===== src/rtl/mult_div_unit.sv =====
// Iterative 32-cycle multiply/divide unit holding architectural HI/LO.
// Define MDU_SIGNED_EN to enable signed MULT/DIV via op[0]; otherwise every op is unsigned.
module mult_div_unit (
    input  logic        clk,
    input  logic        n_rst,
    input  logic        start,
    input  logic [1:0]  op,
    input  logic [31:0] rdat1,
    input  logic [31:0] rdat2,
    input  logic        hi_wen,
    input  logic        lo_wen,
    input  logic [31:0] wdat,
    output logic        busy,
    output logic        done,
    output logic [31:0] hi,
    output logic [31:0] lo
);

    typedef enum logic [1:0] {IDLE = 2'd0, RUN = 2'd1, FIX = 2'd2} state_t;

    state_t      state_reg, state_next;
    logic        issue, run_step, fix_step, mt_allowed;
    logic [4:0]  count_reg;
    logic        is_div_reg, div0_reg, done_reg;
    logic [31:0] a_raw_reg, b_reg, acc_hi_reg, acc_lo_reg, hi_reg, lo_reg;
    logic [31:0] a_mag, b_mag, res_hi, res_lo;
    logic [32:0] add_sum, rem_sh;
    logic [33:0] trial;
    logic [1:0]  unused_bits;

`ifdef MDU_SIGNED_EN
    logic a_neg, b_neg, neg_q_reg, neg_r_reg;

    assign a_neg = op[0] & rdat1[31];
    assign b_neg = op[0] & rdat2[31];
    assign a_mag = a_neg ? (~rdat1 + 32'd1) : rdat1;
    assign b_mag = b_neg ? (~rdat2 + 32'd1) : rdat2;

    always_ff @(posedge clk or negedge n_rst) begin
        if (!n_rst) begin
            neg_q_reg <= 1'b0;
            neg_r_reg <= 1'b0;
        end else if (issue) begin
            neg_q_reg <= a_neg ^ b_neg;
            neg_r_reg <= a_neg;
        end
    end
`else
    assign a_mag = rdat1;
    assign b_mag = rdat2;
`endif

    // trial[32] is provably zero whenever the subtraction result is kept.
    assign unused_bits = {op[0], trial[32]};

    always_ff @(posedge clk or negedge n_rst) begin
        if (!n_rst) state_reg <= IDLE;
        else        state_reg <= state_next;
    end

    always_comb begin
        state_next = state_reg;
        case (state_reg)
            IDLE:    if (start) state_next = RUN;
            RUN:     if (count_reg == 5'd31) state_next = FIX;
            FIX:     state_next = IDLE;
            default: state_next = IDLE;
        endcase
    end

    always_comb begin
        issue      = 1'b0;
        run_step   = 1'b0;
        fix_step   = 1'b0;
        mt_allowed = 1'b0;
        busy       = 1'b0;
        case (state_reg)
            IDLE: begin
                issue      = start;
                mt_allowed = 1'b1;
            end
            RUN: begin
                run_step = 1'b1;
                busy     = 1'b1;
            end
            FIX: begin
                fix_step = 1'b1;
                busy     = 1'b1;
            end
            default: ;
        endcase
    end

    // Multiply: acc_lo holds the multiplier and fills with product bits from the top.
    // Divide: {acc_hi, acc_lo} is {remainder, dividend/quotient}.
    assign add_sum = {1'b0, acc_hi_reg} + (acc_lo_reg[0] ? {1'b0, b_reg} : 33'd0);
    assign rem_sh  = {acc_hi_reg, acc_lo_reg[31]};
    assign trial   = {1'b0, rem_sh} - {2'b00, b_reg};

    always_ff @(posedge clk or negedge n_rst) begin
        if (!n_rst) begin
            count_reg  <= '0;
            is_div_reg <= 1'b0;
            div0_reg   <= 1'b0;
            done_reg   <= 1'b0;
            a_raw_reg  <= '0;
            b_reg      <= '0;
            acc_hi_reg <= '0;
            acc_lo_reg <= '0;
        end else begin
            done_reg <= fix_step;
            if (issue) begin
                count_reg  <= '0;
                is_div_reg <= op[1];
                div0_reg   <= (rdat2 == 32'd0);
                a_raw_reg  <= rdat1;
                b_reg      <= op[1] ? b_mag : a_mag;
                acc_hi_reg <= '0;
                acc_lo_reg <= op[1] ? a_mag : b_mag;
            end else if (run_step) begin
                count_reg <= count_reg + 5'd1;
                if (!is_div_reg) begin
                    acc_hi_reg <= add_sum[32:1];
                    acc_lo_reg <= {add_sum[0], acc_lo_reg[31:1]};
                end else if (!trial[33]) begin
                    acc_hi_reg <= trial[31:0];
                    acc_lo_reg <= {acc_lo_reg[30:0], 1'b1};
                end else begin
                    acc_hi_reg <= rem_sh[31:0];
                    acc_lo_reg <= {acc_lo_reg[30:0], 1'b0};
                end
            end
        end
    end

    always_comb begin
        res_hi = acc_hi_reg;
        res_lo = acc_lo_reg;
        if (is_div_reg && div0_reg) begin
            res_hi = a_raw_reg;
            res_lo = 32'hFFFF_FFFF;
        end
`ifdef MDU_SIGNED_EN
        else if (is_div_reg) begin
            if (neg_q_reg) res_lo = -acc_lo_reg;
            if (neg_r_reg) res_hi = -acc_hi_reg;
        end else if (neg_q_reg) begin
            {res_hi, res_lo} = -{acc_hi_reg, acc_lo_reg};
        end
`endif
    end

    // A move-to write in the same cycle as start lands at issue; completion overwrites it.
    always_ff @(posedge clk or negedge n_rst) begin
        if (!n_rst) begin
            hi_reg <= '0;
            lo_reg <= '0;
        end else if (fix_step) begin
            hi_reg <= res_hi;
            lo_reg <= res_lo;
        end else if (mt_allowed) begin
            if (hi_wen) hi_reg <= wdat;
            if (lo_wen) lo_reg <= wdat;
        end
    end

    assign done = done_reg;
    assign hi   = hi_reg;
    assign lo   = lo_reg;

endmodule

===== config.mk =====
export PLATFORM = sky130hd
export DESIGN_NAME = mult_div_unit
export DESIGN_NICKNAME = d
export VERILOG_FILES = /design/src/rtl/mult_div_unit.sv
export SDC_FILE = /design/constraint.sdc
export NUM_CORES = 1
export LEC_CHECK = 0
export CORE_AREA = 3 3 224 116
export DETAILED_ROUTE_END_ITERATION = 10
export DIE_AREA = 0 0 227 119
export GPL_TIMING_DRIVEN = 0
export PLACE_DENSITY = 0.81
export SKIP_CTS_REPAIR_TIMING = 1
export SYNTH_ARGS = -nofsm -noshare
export SYNTH_HDL_FRONTEND = slang
export SYNTH_SLANG_ARGS = --single-unit

===== constraint.sdc =====
create_clock -name clk -period 3.9 [get_ports clk]
set_input_delay 0.39 -clock clk [delete_from_list [all_inputs] [get_ports clk]]
set_output_delay 0.39 -clock clk [all_outputs]
set_load 0.01 [all_outputs]

# Yosys cells after proc, flatten, opt, wreduce, memory -nomap -nowiden
# Cells that the tools add are included.
# word_totals
register_bits	202
in_bits	103
output_inout_bits	66
elab_cells	59
# classes
addsub	3
n_eq_ne	5
n_mux	29
n_reduce_logical	11
# ops
operator	n
2-to-1 mux 32 bit	18
subtractor 33 x 32 -> 34 bit	1
adder 32 x 32 -> 33 bit	1
logical NOT 32 bit	1
2-to-1 mux 5 bit	2
nonzero test 2 bit	4
2-to-1 mux 1 bit	6
AND reduction 2 bit	3
adder 5 x 1 -> 5 bit, second input constant	1
equality test 5 bit, second input constant	1
2-to-1 mux 2 bit	2
inequality test 2 bit, second input constant	2
one-hot mux 2 bit (2 select lines)	1
equality test 2 x 1 -> 1 bit, second input constant	1
equality test 2 bit, second input constant	1
logical NOT 2 bit	1
OR reduction 2 bit	1
logical AND 1 bit	1

# Logic depth before layout (Yosys ltp)
# Gate-level depths: netlist of the first run.
# depth
ltp_word	5
ltp_mapped	15
ltp_nobuf	14

# Worst setup path after synthesis of the first run
# OpenSTA, ideal clock, no wires.
# synth_path
kind	register to register
start	register acc_lo_reg[0]
end	register acc_hi_reg[27]
setup_time_ns	0.126
arrival_time_ns	2.911
t_required_ns	3.774
path_slack_ns	0.863
stages_incl_launch_ff	14
path_buffers	1
period_less_slack_ns	3.037
path_cell_list	dfrtp_1 -> clkbuf_1 -> nand2_1 -> fa_1 -> nand2b_1 -> a211oi_1 -> a211oi_2 -> o31ai_2 -> a41oi_1 -> o21ai_1 -> a221oi_1 -> xor2_1 -> nor2_1 -> a221o_1
# synth_via
elab_chain_len	5
# synth_lines
item	line	text
start: declaration	25	logic [31:0] a_raw_reg, b_reg, acc_hi_reg, acc_lo_reg, hi_reg, lo_reg;
start signal: assignment	119	acc_lo_reg <= op[1] ? a_mag : b_mag;
start signal: assignment	124	acc_lo_reg <= {add_sum[0], acc_lo_reg[31:1]};
start signal: assignment	127	acc_lo_reg <= {acc_lo_reg[30:0], 1'b1};
2-to-1 mux 32 bit	96	assign add_sum = {1'b0, acc_hi_reg} + (acc_lo_reg[0] ? {1'b0, b_reg} : 33'd0);
adder 32 x 32 -> 33 bit	96	
2-to-1 mux 32 bit	122	if (!is_div_reg) begin
2-to-1 mux 32 bit	120	end else if (run_step) begin
2-to-1 mux 32 bit	112	if (issue) begin
end signal: assignment	123	acc_hi_reg <= add_sum[32:1];
end signal: assignment	126	acc_hi_reg <= trial[31:0];
end signal: assignment	129	acc_hi_reg <= rem_sh[31:0];
end: declaration	25	
# No other way between the ends. The select of a mux whose other input is x is not followed.
# A chain may end at the register's enable or synchronous reset.

# Worst setup path in the final report of the first run
# layout_path
start	register acc_lo_reg[31]
end	register acc_hi_reg[26]
# layout_via
elab_chain_len	5
# layout_lines
item	line	text
subtractor 33 x 32 -> 34 bit	98	assign trial = {1'b0, rem_sh} - {2'b00, b_reg};
2-to-1 mux 32 bit	125	end else if (!trial[33]) begin
2-to-1 mux 32 bit	122	
2-to-1 mux 32 bit	120	
2-to-1 mux 32 bit	112	
# No other way between the ends. The select of a mux whose other input is x is not followed.

==> results.py, run 1 <==
metrics = {
    "detailed_routing": {
        "viasPerCell": 6.30,
        "post_drt_wl_per_cell_um": 21.9,
        "routed_wl_mm": 47.8,
        "drc": 0,
        "first_pass_iters": 8,
        "num_vias": 13800,
        "postRouteAntennaNets": 0,
        "drt-initial-drc-count": 1561,
    },
    "synthesis": {
        "yosys.area.top_type": "dfrtp_1",
        "synth_top_family_by_area": "compound AO/OA/AOI/OAI gates",
        "ys_async_sr_fraction": 1.00,
        "ys.flop_type": "dfrtp_1",
        "yosysSeqAreaShare": 0.367,
        "syn-num-nets": 1847,
        "synth_xor_area_frac": 0.0356,
        "muxShareOfSynthArea": 0.0806,
        "yosys_warnings": 0,
        "synth_edf_count": 0,
        "netlist_area_um2": 13800,
        "synth-adder-area-share": 0.0655,
        "synth_top_area_share": 0.367,
        "yosys.area_share.simple": 0.187,
        "synth_compound_area_frac": 0.219,
        "synth.area.top_cells": "dfrtp_1, nand2_1, mux2i_1",
        "syn_inst": 1673,
        "yosysUniqueCellTypes": 64,
        "synth_area_per_cell_um2": 8.24,
        "ys_seq_elements": 202,
    },
    "clock_tree": {
        "cts.sinks": 202,
        "cts_buffers": 20,
        "cts_tree": "built",
        "clock-root-buffer": "clkbuf_16",
        "max-clock-path-buffers": 3,
        "clk_pin_slew_worst_paths_ns": 0.07,
        "htreeDepth": 1,
        "clk_latency_ns": 0.51,
    },
    "die": {
        "die_h_um": 119,
        "core.rowCount": 40,
        "dieArea_um2": 27000,
        "core_area_um2": 24000,
        "start_util": 0.575,
        "die_x_um": 227,
        "pin_count": 169,
    },
    "timing": {
        "fmax_ghz": 0.265,
        "timing.hold.ws_ns": 0.439,
        "fin_setup_tns_ns": 0,
        "slew_headroom": 0.363,
        "maxSlewViolCount": 0,
        "finalCritPeriodShare": 0.967,
        "worst_slew_pin_slew_ns": 0.956,
        "finalSetupViolCount": 0,
        "hold_violations": 0,
        "post-route-min-period_ns": 3.77,
        "rsz0062_at_grt": "false",
        "clock_skew_ns": 0.0160,
    },
    "grt": {
        "antenna_found_initial": 0,
        "grt_max_degree": 127,
        "grt-ovfl-total": 0,
        "grt_pass1_wl_mm": 72.3,
        "grtUsageTotal": 0.347,
        "first_global_vias": 12800,
    },
    "setup_path": {
        "rr_worst_depth": 13,
        "critPathTopFamily": "compound AO/OA/AOI/OAI gates",
        "r2r_slack_ns": 0.13,
        "critPathBufInv": 3,
        "max_stage_delay_ns": 0.40,
        "path_class": "flop to flop",
        "end_kind": "flop",
        "cp-start-kind": "flop",
        "crit_slowest_cell": "dfrtp_1",
        "crit_arrival_ns": 4.11,
        "cp_max_fo": 10,
        "critPathRequiredTime_ns": 4.24,
        "path_cells": "inv_1 -> ha_1 -> nand2b_1 -> a211oi_2 -> o41ai_2 -> a211oi_2 -> a21oi_2 -> o31ai_4 -> a31oi_4 -> buf_8 -> buf_8 -> a311oi_1 -> a21oi_1",
        "r2r_start": "acc_lo_reg[31]$_DFFE_PN0P_",
        "r2r_end": "acc_hi_reg[26]$_DFFE_PN0P_",
    },
    "finish": {
        "final_common_cell": "nand2_1",
        "antenna_cells": 0,
        "final_cell_mix": "nand2_1, dfrtp_1, o21ai_0, clkdlybuf4s50_1, a21oi_1",
        "layout-drive-gt1-share": 0.0358,
        "fin_cells": 2189,
        "area_growth_pct": 19.7,
        "post-route-util": 0.689,
        "n_fill_cell": 1873,
        "final_cell_area_um2": 16500,
        "nNetsFinal": 2037,
    },
    "power": {
        "power_density_nw_per_um2": 924,
        "p_leak_uw": 0.00747,
        "irDropWorstVdd_uv": 408,
    },
    "worst_hold_path": {
        "hp-class": "input pin to async pin",
    },
    "run": {
        "maxCapViolCount": 0,
    },
    "status": {
        "outcome": "complete, no violations",
    },
    "placement": {
        "place_hpwl_mm": 36.2,
        "io_buffers": 166,
        "place_area_um2": 15900,
        "placedCellCount": 2155,
        "place_congestion": 0.995,
    },
}
## through the flow
step,setup WS (ns),total power (uW)
2_1_floorplan,0.863,10000
3_3_place_gp,-6.04,12900
3_5_place_dp,-0.290,13000
4_1_cts,-0.310,14900
5_1_grt,0.0495,16200
6_report,0.130,15300
## cells in the mapped netlist, types with 3 or more instances
| master | instances |
|---|---|
| nand2_1 | 318 |
| dfrtp_1 | 202 |
| o21ai_0 | 181 |
| a21oi_1 | 116 |
| mux2i_1 | 102 |
| nor2_1 | 101 |
| clkbuf_1 | 88 |
| ha_1 | 69 |
| inv_1 | 50 |
| a211oi_1 | 44 |
| nand3_1 | 40 |
| and3_1 | 38 |
| o211ai_1 | 38 |
| and2_1 | 35 |
| xnor2_1 | 31 |
| a21o_1 | 30 |
| xor2_1 | 25 |
| buf_1 | 14 |
| nand2b_1 | 11 |
| nor4_1 | 10 |
| nor3_1 | 9 |
| a31oi_1 | 8 |
| mux2_2 | 8 |
| nand4_1 | 8 |
| o221ai_1 | 7 |
| nor2b_1 | 6 |
| o21bai_1 | 6 |
| a22oi_1 | 5 |
| nand3b_1 | 5 |
| o21a_1 | 5 |
| o21ai_1 | 5 |
| a221oi_1 | 4 |
| a211oi_2 | 3 |
| a21boi_0 | 3 |
| a41oi_1 | 3 |
| o31ai_1 | 3 |
## kinds of logic (layout without fill, tap and decap cells)
family	Yosys count	after routing
buf+inv	158	359
simple gates	587	587
fa+ha+maj	71	71
mux	110	110
xor+xnor	56	56
flops	202	202
compound gates	489	489
## worst reg2reg max path, cell delays in order (launching register included)
cell	delay, ns
dfrtp_1	0.40
inv_1	0.17
ha_1	0.26
nand2b_1	0.17
a211oi_2	0.35
o41ai_2	0.17
a211oi_2	0.31
a21oi_2	0.16
o31ai_4	0.38
a31oi_4	0.30
buf_8	0.25
buf_8	0.16
a311oi_1	0.39
a21oi_1	0.14
## worst max-delay path by stage
stage	startpoint	end	slack, ns	cells past startpoint
final	acc_lo_reg[31]$_DFFE_PN0P_	acc_hi_reg[26]$_DFFE_PN0P_	0.13	13
after global routing	acc_lo_reg[0]$_DFFE_PN0P_	acc_hi_reg[26]$_DFFE_PN0P_	0.05	12
after CTS	acc_lo_reg[0]$_DFFE_PN0P_	acc_hi_reg[27]$_DFFE_PN0P_	-0.31	13
after detailed placement	acc_lo_reg[0]$_DFFE_PN0P_	acc_hi_reg[27]$_DFFE_PN0P_	-0.29	13
after global placement	n_rst	acc_hi_reg[24]$_DFFE_PN0P_	-6.04	1
after floorplan	acc_lo_reg[0]$_DFFE_PN0P_	acc_hi_reg[27]$_DFFE_PN0P_	0.86	13
## final cells by class
cell class / instances / area [um^2] / share of cell area
Clock inverter: 8 / 48.8 / 0.00296
Clock buffer: 25 / 551 / 0.0333
Buffer: 108 / 448 / 0.0271
Tap cell: 315 / 394 / 0.0239
Sequential cell: 202 / 5060 / 0.306
Timing Repair Buffer: 168 / 1700 / 0.103
Multi-Input combinational cell: 1313 / 8120 / 0.492
Inverter: 50 / 188 / 0.0114
## metal layers
metal,share of wire,global-route usage,up-vias
met4,0.027,0.0755,0
met3,0.16,0.125,107
met1,0.41,0.511,6416
met5,0,0,-
li1,-,-,6294
met2,0.40,0.489,963
## report_power, final
group | internal, uW | switching (uW)
sequential | 3090 | 1070
clock | 1000 | 871
combinational | 3870 | 5350
Note: power is estimated with default switching activity, not from simulation.
==> run 2, diff against run 1 <==
Settings changed: MAX_ROUTING_LAYER from default to met4.
==> run 2 against run 1 <==
First-iteration DRC count is 3.3% higher. Wire length up 2.1%. Utilization is 0.29 points higher. Critical path type unchanged. Largest power group unchanged.
==> results.py, run 2 (synthesized netlist as in run 1, its figures left out) <==
metrics = {
    "status": {
        "outcome": "complete, no violations",
    },
    "placement": {
        "io_buffers": 166,
        "place_hpwl_mm": 37.2,
        "place_ws_ns": -0.374,
        "place_congestion": 1.01,
    },
    "setup_path": {
        "max_stage_delay_ns": 0.49,
        "end_kind": "flop",
        "critPathTopFamily": "compound AO/OA/AOI/OAI gates",
        "path_class": "flop to flop",
        "crit_arrival_ns": 4.12,
        "cp_max_fo": 10,
        "crit_slowest_cell": "dfrtp_2",
        "cp-start-kind": "flop",
        "path_cells": "clkbuf_2 -> nand2_1 -> inv_1 -> ha_1 -> a211oi_1 -> or3_1 -> a32oi_2 -> a41o_1 -> a21oi_1 -> o21ai_2 -> a21o_1 -> a21oi_1 -> xor2_1 -> a221oi_1",
        "critPathBufInv": 2,
        "critPathRequiredTime_ns": 4.31,
        "path_common_cell": "a21oi_1",
    },
    "grt": {
        "antenna_found_initial": 0,
        "first_global_vias": 12900,
        "grtUsageTotal": 0.367,
        "grt-ovfl-total": 0,
        "grt_max_degree": 119,
        "grt_pass1_wl_mm": 74.3,
    },
    "clock_tree": {
        "cts_buffers": 20,
        "clk_latency_ns": 0.51,
        "clk_pin_slew_worst_paths_ns": 0.06,
        "cts_tree": "built",
        "clock-root-buffer": "clkbuf_16",
        "max-clock-path-buffers": 3,
        "cts.sinks": 202,
        "htreeDepth": 1,
    },
    "timing": {
        "setup_ws_ns": 0.184,
        "fmax_ghz": 0.269,
        "hold_violations": 0,
        "post-route-min-period_ns": 3.72,
        "rsz0062_at_grt": "false",
        "timing.hold.ws_ns": 0.477,
        "maxSlewViolCount": 0,
        "worst_slew_pin_slew_ns": 0.905,
        "finalSetupViolCount": 0,
        "slew_headroom": 0.394,
        "finalCritPeriodShare": 0.953,
        "clock_skew_ns": 0.0107,
    },
    "power": {
        "p_leak_uw": 0.00749,
        "irDropWorstVdd_uv": 472,
        "power_density_nw_per_um2": 930,
    },
    "finish": {
        "layout-drive-gt1-share": 0.0368,
        "area_growth_pct": 20.2,
        "antenna_cells": 0,
        "final_cell_mix": "nand2_1, dfrtp_1, o21ai_0, clkdlybuf4s50_1, a21oi_1",
        "nNetsFinal": 2037,
        "final_common_cell": "nand2_1",
    },
    "die": {
        "core.rowCount": 40,
        "die_h_um": 119,
        "start_util": 0.575,
        "pin_count": 169,
        "die_x_um": 227,
        "core_area_um2": 24000,
        "dieArea_um2": 27000,
    },
    "detailed_routing": {
        "num_vias": 13700,
        "postRouteAntennaNets": 0,
        "drt-initial-drc-count": 1612,
        "routed_wl_mm": 48.8,
        "viasPerCell": 6.28,
        "post_drt_wl_per_cell_um": 22.3,
        "first_pass_iters": 6,
        "drc": 0,
    },
    "worst_hold_path": {
        "hp-class": "input pin to async pin",
    },
    "run": {
        "maxCapViolCount": 0,
    },
}
==> run 2: changes by cell type in the layout (fill, tap and decap cells not counted) <==
cell	change
a32oi_2	+1
a211oi_1	-1
clkbuf_8	+1
bufinv_16	+2
clkinv_2	-3
a2111oi_1	-1
a211oi_2	+1
a2111oi_0	+1
a32oi_1	-1
==> run 2: metal layers <==
layer,up-vias,part of all wire,global-route usage,wire [um]
li1,6297,-,-,-
met1,6516,0.44,0.538,21300
met2,832,0.40,0.495,19700
met3,100,0.14,0.120,6670
met4,0,0.024,0.0712,1190
met5,-,0,-,0
==> run 2: where the power goes <==
part           leakage, uW  switching [uW]  internal, uW  total (uW)
Sequential         0.00250            1080          3090        4170
Combinational      0.00467            5340          3870        9220
Clock             0.000317             878          1150        2030
==> run 2: final timing paths <==
check	startpoint	endpoint	slack (ns)	cells after the start
setup / recovery	acc_lo_reg[0]$_DFFE_PN0P_	acc_hi_reg[30]$_DFFE_PN0P_	0.18	14
hold / removal	n_rst	hi[5]$_DFFE_PN0P_	0.48	2
setup reg to reg	acc_lo_reg[0]$_DFFE_PN0P_	acc_hi_reg[30]$_DFFE_PN0P_	0.18	14
hold reg to reg	a_raw_reg[15]$_DFFE_PN0P_	a_raw_reg[15]$_DFFE_PN0P_	0.48	2
max in group asynchronous	n_rst	acc_lo_reg[0]$_DFFE_PN0P_	2.39	3
min in group clk	rdat1[27]	a_raw_reg[27]$_DFFE_PN0P_	0.48	3
==> run 2: area by class of cell <==
class | count | area (um^2)
Buffer | 108 | 448
Clock buffer | 26 | 564
Clock inverter | 7 | 93.8
Fill cell | 1909 | 7390
Inverter | 50 | 188
Multi-Input combinational cell | 1313 | 8130
Sequential cell | 202 | 5060
Tap cell | 315 | 394
Timing Repair Buffer | 168 | 1700
==> run 2: stage by stage <==
| stage | util | cells | setup TNS (ns) | area (um^2) | total power (uW) |
|---|---|---|---|---|---|
| floorplan | - | 1673 | 0 | 13800 | 10000 |
| global placement | 0.661 | 2154 | -1238.01 | 15800 | 12900 |
| detailed placement | 0.662 | 2155 | -1.37 | 15900 | 13000 |
| CTS | 0.690 | 2188 | -1.41 | 16500 | 15100 |
| global route | 0.692 | 2189 | 0 | 16600 | 16500 |
| finish | 0.692 | 2189 | 0 | 16600 | 15400 |
